`config.mk`:
```
export PLATFORM = sky130hd
export DESIGN_NAME = seq_event_display
export DESIGN_NICKNAME = d
export VERILOG_FILES = /design/src/rtl/seq_event_display_pkg.sv /design/src/rtl/seq_event_display_seg7_hex_decode.sv /design/src/rtl/seq_event_display.sv
export SDC_FILE = /design/constraint.sdc
export NUM_CORES = 1
export LEC_CHECK = 0
export CORE_UTILIZATION = 50
export CTS_BUF_LIST = sky130_fd_sc_hd__clkbuf_8
export DETAILED_ROUTE_END_ITERATION = 10
export GPL_ROUTABILITY_DRIVEN = 0
export PLACE_DENSITY_LB_ADDON = 0.2
export SLEW_MARGIN = 20
export SYNTH_ARGS = -nofsm -noshare
export SYNTH_HDL_FRONTEND = slang
export SYNTH_SLANG_ARGS = --single-unit
```
`constraint.sdc`:
```
create_clock -name clk -period 2.5 [get_ports clk]
set_input_delay 0.25 -clock clk [delete_from_list [all_inputs] [get_ports clk]]
set_output_delay 0.25 -clock clk [all_outputs]
set_load 0.005 [all_outputs]
```
`src/rtl/seq_event_display_pkg.sv`:
```
// Shared definitions for the event counter / 7-segment display slice:
// hex segment encodings, flash FSM state type and default parameters.
package seq_event_display_pkg;

  localparam int MODULUS_DEFAULT = 10;
  localparam int DP_HOLD_DEFAULT = 8;

  typedef enum logic [0:0] {
    IDLE  = 1'b0,
    FLASH = 1'b1
  } dp_state_e;

  // Active-high segments, bit order {g,f,e,d,c,b,a}.
  localparam logic [6:0] SEG7_HEX [16] = '{
    7'b0111111,  // 0
    7'b0000110,  // 1
    7'b1011011,  // 2
    7'b1001111,  // 3
    7'b1100110,  // 4
    7'b1101101,  // 5
    7'b1111101,  // 6
    7'b0000111,  // 7
    7'b1111111,  // 8
    7'b1101111,  // 9
    7'b1110111,  // A
    7'b1111100,  // b
    7'b0111001,  // C
    7'b1011110,  // d
    7'b1111001,  // E
    7'b1110001   // F
  };

endpackage

```
`src/rtl/seq_event_display_seg7_hex_decode.sv`:
```
// Purely combinational hex-to-7-segment decoder, shared with the
// upstream sequence-detector stage.
module seg7_hex_decode
  import seq_event_display_pkg::*;
(
  input  logic [3:0] value,
  output logic [6:0] seg
);

  assign seg = SEG7_HEX[value];

endmodule

```
`src/rtl/seq_event_display.sv`:
```
// Counts rising edges of det_in modulo MODULUS, shows the count on a
// 7-segment digit and stretches each event into a DP_HOLD-cycle dp flash.
module seq_event_display
  import seq_event_display_pkg::*;
#(
  parameter int MODULUS = MODULUS_DEFAULT,
  parameter int DP_HOLD = DP_HOLD_DEFAULT
) (
  input  logic       clk,
  input  logic       reset,
  input  logic       det_in,
  input  logic       clr_in,
  input  logic       hold_in,
  output logic [7:0] seg_out,
  output logic [3:0] count_out,
  output logic       ovf_out
);

  localparam logic [3:0] COUNT_MAX = 4'(MODULUS - 1);
  localparam logic [7:0] HOLD_LOAD = 8'(DP_HOLD);

  logic       det_q;
  logic       det_event;
  logic [3:0] count_q;
  logic       ovf_q;
  dp_state_e  state_q, state_d;
  logic [7:0] timer_q, timer_d;
  logic [6:0] digit_q, digit_d;
  logic       dp;

  assign det_event = det_in & ~det_q;

  // det_q resets high so a level already asserted at reset release is not an event.
  // NOTE: sequential state uses non-blocking (<=) so every flop samples pre-edge values.
  always_ff @(posedge clk or posedge reset) begin
    if (reset) begin
      det_q   <= 1'b1;
      count_q <= '0;
      ovf_q   <= 1'b0;
    end else begin
      det_q <= det_in;
      if (clr_in) begin
        count_q <= '0;
        ovf_q   <= 1'b0;
      end else begin
        ovf_q <= det_event && (count_q == COUNT_MAX);
        if (det_event) count_q <= (count_q == COUNT_MAX) ? 4'd0 : count_q + 4'd1;
      end
    end
  end

  always_ff @(posedge clk or posedge reset) begin
    if (reset) begin
      state_q <= IDLE;
      timer_q <= '0;
    end else begin
      state_q <= state_d;
      timer_q <= timer_d;
    end
  end

  // NOTE: defaults first so every path assigns state_d/timer_d and no latch is inferred.
  always_comb begin
    state_d = state_q;
    timer_d = timer_q;
    if (clr_in) begin
      state_d = IDLE;
      timer_d = '0;
    end else begin
      case (state_q)
        IDLE: begin
          if (det_event) begin
            state_d = FLASH;
            timer_d = HOLD_LOAD;
          end
        end
        FLASH: begin
          if (det_event) begin
            timer_d = HOLD_LOAD;
          end else if (timer_q == 8'd1) begin
            state_d = IDLE;
            timer_d = '0;
          end else begin
            timer_d = timer_q - 8'd1;
          end
        end
        default: begin
          state_d = IDLE;
          timer_d = '0;
        end
      endcase
    end
  end

  always_comb begin
    dp = (state_q == FLASH);
  end

  seg7_hex_decode u_decode (
    .value (count_q),
    .seg   (digit_d)
  );

  // The digit register gives the one-cycle lag behind count_out and the hold freeze.
  always_ff @(posedge clk or posedge reset) begin
    if (reset) begin
      digit_q <= SEG7_HEX[0];
    end else if (!hold_in) begin
      digit_q <= digit_d;
    end
  end

  assign seg_out   = {dp, digit_q};
  assign count_out = count_q;
  assign ovf_out   = ovf_q;

endmodule

```
==> results.md, run 1 <==
* Worst Path Class, Setup: register to register
* Total congestion overflow at 0
* Hold-fix buffers, CTS at 0
* Crit path DAT at 2010 ps
* Slew margin rel. at 0.467
* Clock latency on the worst-skew pair at 260 ps
* Vias in the first global route at 1,002
* Total track usage at 0.207
* Placed cells at ~180
* Post_cts resized at 0
* H-tree depth at 1
* Row count at 17
* Final nets at roughly 170
* 1st-pass router iterations at 4
* Number of synthesized flops with an enable pin at 0
* Routed vias/inst at 5.79
* Fill cells at 190
* Final Cycle Share at 0.747
* CTS Root Cell: clkbuf_8
* Diodes inserted at 0
* First-pass GRT wire length at 4.22 mm
* R2R depth at 4
* Largest net degree at the start of global routing at 23
* Clock skew at 4.89 ps
* Status: finished, final reports clean
* CP required at 2640 ps
* Fraction of registers with async set/reset at 1.00
* Post-synth top area cell: dfrtp_1
* Vias at 1,043
* Average wire per cell in the routed design at 13.5 µm
* Maximum Capacitance Violations at 0
* ANT nets after route at 0
* Fmax at 535 MHz
* CTS tree: done
* PwrDens at between 600 and 700 nW/µm²
* Minimum clock period at ~1900 ps
* Setup_tns at 0 ps
* Post-synth top area share at 0.293
* Setup crit start kind: register
* Syn_nets at 153
* CP Capture Type: register
* R2r startpoint: timer_q[4]$_DFFE_PP0P_
* I/O Buffers at 17
* Die Area at 2770 µm²
* Least-Margin Pin Slew at between 700 and 800 ps
* Initial antenna violation count at 0
* Layout cells sized above 1 at 0.0855
* Synth Area per Inst at 9.29 µm²
* Num CTS Buffers at 3
* Final hold violations at 0
* Worst R2R End: timer_q[4]$_DFFE_PP0P_
* Unrepaired setup endpoints after global routing: false
* Initial Utilization at 0.553
* Slew Limit Fails at 0
* VDD IR max at ~0.00038 V
* # DRC at 0
* # setup viols final at 0
* Die W at 52.6 µm
* Iter 0 DRT Violations at 17
* Yosys warnings at 0
* Worst Path Max Fanout at 11
* Synth Flop Type: dfrtp_1
* Commonest non-fill, non-tap cell in the layout: clkdlybuf4s50_1
* Core area at 2320 µm²
* Flop and latch count out of synthesis at 22
* Postcts setup bufs at 0
* Post-synthesis cell type count at 35
* Top cells by area, synth: dfrtp_1 (29%), dfstp_2 (14%), ha_1 (9.8%), a31oi_1 (5.4%), o21ai_0 (3.9%)
* Reg-to-reg setup timing slack at 630 ps
* Most frequent cells in the layout: clkdlybuf4s50_1 (17), dfrtp_1 (15), nand2_1 (13), nor2_1 (12), a31oi_1 (11)
* Max clock buf depth at 2
* Post-Syn Instances at between 100 and 150
* Post-DP HPWL at 1.77 mm
* Cell area after synthesis at 1280 µm²
* Seq/Total Area, Yosys at 0.436
* Die Span Y at 52.6 µm
* Worst-path clk slew at 80 ps
* Synthesis-to-layout area growth at 16.9%
* WL final at 2.44 mm
* Ports at 18
* CTS Sinks at 22
* Final core occ at 0.647
* Hold Crit Class: primary input to asynchronous set/reset pin
* Non-Filler Instances at 180
* Leak at between 0.6 and 0.7 nW
## kinds of logic after synthesis
family	synth area share
AOI/OAI and AO/OA	0.194
xor gates and xnor gates	0.00683
adders and majority gates	0.0976
buffers and inverters	0.0585
DFF	0.436
muxes	0.0254
and+or+nand+nor	0.181
## worst max-delay path by stage
stage	startpoint	end	slack, ps	cells past startpoint
3_5_place_dp	timer_q[4]$_DFFE_PP0P_	timer_q[4]$_DFFE_PP0P_	660	4
2_1_floorplan	timer_q[4]$_DFFE_PP0P_	timer_q[2]$_DFFE_PP0P_	840	5
3_3_place_gp	timer_q[4]$_DFFE_PP0P_	timer_q[4]$_DFFE_PP0P_	730	4
4_1_cts	timer_q[4]$_DFFE_PP0P_	timer_q[4]$_DFFE_PP0P_	650	4
6_report	timer_q[4]$_DFFE_PP0P_	timer_q[4]$_DFFE_PP0P_	630	4
5_1_grt	timer_q[4]$_DFFE_PP0P_	timer_q[4]$_DFFE_PP0P_	570	4
## critical path: stages, from the launching register on
cell and delay [ps]:
dfrtp_1 440, or3_4 420, o41a_1 540, a41oi_1 290, a31oi_1 60
## final cells by class
class | count | area, µm² | share of cell area
Multi-Input combinational cell | 99 | 648 | 0.432
Sequential cell | 22 | 559 | 0.373
Timing Repair Buffer | 18 | 178 | 0.119
Clock buffer | 3 | 41.3 | 0.0275
Tap cell | 28 | 35.0 | 0.0234
Inverter | 9 | 33.8 | 0.0225
Clock inverter | 1 | 3.75 | 0.00250
## stage by stage
step	cell area (µm²)	hold WS [ps]	setup WS (ps)	power, mW
final	1500	440	632	0.901
after global routing	1500	463	574	0.952
after CTS	1500	447	648	0.909
after detailed placement	1450	463	663	0.683
after global placement	1450	457	727	0.674
after floorplan	1280	234	842	0.614
## where the power goes
part / total [mW] / internal (mW) / switching, mW
clock: 0.219 / 0.109 / 0.110
combinational: 0.223 / 0.115 / 0.108
sequential: 0.459 / 0.410 / 0.0490
## Yosys cell counts, types with 2 or more instances
cell type,n
o21ai_0,10
a31oi_1,11
nor2b_1,2
inv_1,9
nand3_1,4
nand3b_1,3
clkbuf_1,6
dfstp_2,7
o21ai_1,2
nand2_1,13
dfrtp_1,15
a211oi_1,2
nor2_1,12
nor3_1,3
ha_1,10
a21o_1,3
a21oi_1,6
nand2b_1,3
## sequential cells by signal, indices dropped and copies added, names as in the netlist
| signal | cells |
|---|---|
| count_out | 4 |
| det_q | 1 |
| digit_q | 7 |
| dp | 1 |
| ovf_out | 1 |
| timer_q | 8 |
## per-layer routing
metal  track usage  up-vias  share of wire
li1              -      517              -
met1         0.271      491           0.49
met2         0.335       31           0.46
met3        0.0377        4          0.046
met4        0.0833        0         0.0074
met5             0        -              0
No activity file was read; power rests on OpenSTA's default activity.
==> inputs of run 2 (changes only) <==
Clock period 2.5 ns to 1.7 ns, I/O delays scaled along.
==> results.md, run 2 (synthesis results as in run 1) <==
* Status: finished, final reports clean (unchanged)
* CTS tree: done (unchanged)
* Leak at 0.694 nW (was 0.625 nW)
* Final nets at 179 (was 168)
* ANT nets after route at 0 (unchanged)
* Final Cycle Share at 0.994 (was 0.747)
* Final hold violations at 0 (unchanged)
* Most frequent cells in the layout: clkdlybuf4s50_1 (17), dfrtp_1 (15), nand2_1 (13), nor2_1 (12) (was clkdlybuf4s50_1 (17), dfrtp_1 (15), nand2_1 (13), nor2_1 (12), a31oi_1 (11))
* Setup_tns at 0 ps (unchanged)
* Sequential share of power at 0.430 (was 0.509)
* Switching Share at 0.273 (was 0.296)
* H-tree depth at 1 (unchanged)
* Worst-path clk slew at 80 ps (about the same)
* Vias at 1,102 (was 1,043)
* CP Capture Type: register (unchanged)
* WL final at 2.75 mm (was 2.44 mm)
* Clock skew at 3.75 ps (was 4.89 ps)
* Vias in the first global route at 1,103 (was 1,002)
* Int Pwr at 1.12 mW (was 634 µW)
* Commonest non-fill, non-tap cell in the layout: clkdlybuf4s50_1 (unchanged)
* Iter 0 DRT Violations at 24 (was 17)
* Fmax at 592 MHz (was 535 MHz)
* Diodes inserted at 0 (unchanged)
* Hold-fix buffers, CTS at 0 (unchanged)
* Die Span Y at 52.6 µm (unchanged)
* Max clock buf depth at 2 (unchanged)
* Initial antenna violation count at 0 (unchanged)
* Maximum Capacitance Violations at 0 (unchanged)
* Initial Utilization at 0.553 (unchanged)
* Die Area at 2770 µm² (unchanged)
* CTS Sinks at 22 (unchanged)
* Least-Margin Pin Slew at 384 ps (was 799 ps)
* CP required at 1840 ps (was 2640 ps)
* VDD IR max at 0.000696 V (was 0.000382 V)
* PwrDens at 944 nW/µm² (was 601 nW/µm²)
* Average wire per cell in the routed design at 14.4 µm (was 13.5 µm)
* Worst Path Class, Setup: register to register (unchanged)
* Final core occ at 0.704 (was 0.647)
* Synthesis-to-layout area growth at 27.2% (was 16.9%)
* Row count at 17 (unchanged)
* Total track usage at 0.233 (was 0.207)
* Largest net degree at the start of global routing at 23 (unchanged)
* Hold Crit Class: primary input to asynchronous set/reset pin (unchanged)
* Layout cells sized above 1 at 0.178 (was 0.0855)
* I/O Buffers at 17 (unchanged)
* Num CTS Buffers at 3 (unchanged)
* Total congestion overflow at 0 (unchanged)
* # setup viols final at 0 (unchanged)
* Minimum clock period at 1690 ps (was 1870 ps)
* Post-DP HPWL at 1.91 mm (was 1.77 mm)
* Slew Limit Fails at 0 (unchanged)
* Switch Pwr at 420 µW (was 266 µW)
* Clock power share at 0.318 (was 0.243)
* First-pass GRT wire length at 4.69 mm (was 4.22 mm)
* Unrepaired setup endpoints after global routing: true (was false)
* Fill cells at 178 (was 190)
* # DRC at 0 (unchanged)
* Ports at 18 (unchanged)
* Crit path DAT at 1830 ps (was 2010 ps)
* 1st-pass router iterations at 4 (unchanged)
* Die W at 52.6 µm (unchanged)
* Setup crit start kind: register (unchanged)
* Core area at 2320 µm² (unchanged)
* Slew margin rel. at 0.737 (was 0.467)
* Max reg flops at 8 (unchanged)
* Routed vias/inst at 5.77 (was 5.79)
* Gate power share at 0.253 (was 0.247)
* CTS Root Cell: clkbuf_8 (unchanged)
* Worst Path Max Fanout at 4 (was 11)
* Top reg by flops: timer_q (unchanged)
* Clock latency on the worst-skew pair at 260 ps (about the same)
[run 2: cell types whose count changed in the layout (fill, tap and decap cells not counted), sizes merged]
cell	before	now
buf	1	12
bufinv	0	1
inv	10	9
[run 2: layout make-up]
class,count,area (µm²),share of cell area
inverters,9,33.8,0.0207
multi-input cells,99,668,0.410
clock inverters,1,30.0,0.0184
repair buffers,29,264,0.162
well taps,28,35.0,0.0215
clock buffers,3,41.3,0.0253
flip-flops and latches,22,559,0.343
[run 2: path summary, 6_finish.rpt]
kind | end | startpoint | slack, ps | cells after the start
max in group asynchronous | det_q$_DFF_PP1_ | reset | 1190 | 3
setup / recovery | timer_q[7]$_DFFE_PP0P_ | timer_q[4]$_DFFE_PP0P_ | 10 | 5
hold / removal | timer_q[6]$_DFFE_PP0P_ | reset | 240 | 3
hold reg to reg | timer_q[7]$_DFFE_PP0P_ | timer_q[7]$_DFFE_PP0P_ | 480 | 1
min in group clk | det_q$_DFF_PP1_ | det_in | 350 | 1
setup reg to reg | timer_q[7]$_DFFE_PP0P_ | timer_q[4]$_DFFE_PP0P_ | 10 | 5
[run 2: routing by layer]
metal | wire, µm | global-route usage | part of all wire
met4 | 0 | 0.0570 | 0
met2 | 1360 | 0.416 | 0.50
met3 | 120 | 0.0435 | 0.044
met1 | 1270 | 0.287 | 0.46
met5 | 0 | 0 | 0
[run 2: power groups by stage]
stage / Clock, mW / Sequential [mW] / Combinational [mW]
2_1_floorplan: 0 / 0.668 / 0.235
3_3_place_gp: 0 / 0.666 / 0.350
3_5_place_dp: 0 / 0.668 / 0.369
4_1_cts: 0.498 / 0.659 / 0.378
5_1_grt: 0.518 / 0.670 / 0.426
6_report: 0.489 / 0.662 / 0.389
[run 2: critical path: stages (launching register included)]
cell	delay [ps]
dfrtp_1	380
or3_4	390
o41a_1	400
buf_4	180
a31oi_1	160
a31oi_1	60
[run 2: timing repair]
action / 4_1_cts / 5_1_grt
setup buffers: 2 / 0
gates cloned: 0 / 0
gates resized for setup: 0 / 6
pin swaps: 1 / 0
endpoints found under the setup margin: 4 / 6
[run 2: metrics by stage]
stage	instance area (µm²)	power (mW)	hold WS [ps]	std cells	setup slack, ps
2_1_floorplan	1280	0.903	154	138	41.9
3_3_place_gp	1520	1.02	467	185	-7.00
3_5_place_dp	1520	1.04	471	185	-78.5
4_1_cts	1610	1.53	242	191	35.1
5_1_grt	1630	1.61	287	191	-52.6
6_report	1630	1.54	236	191	10.1
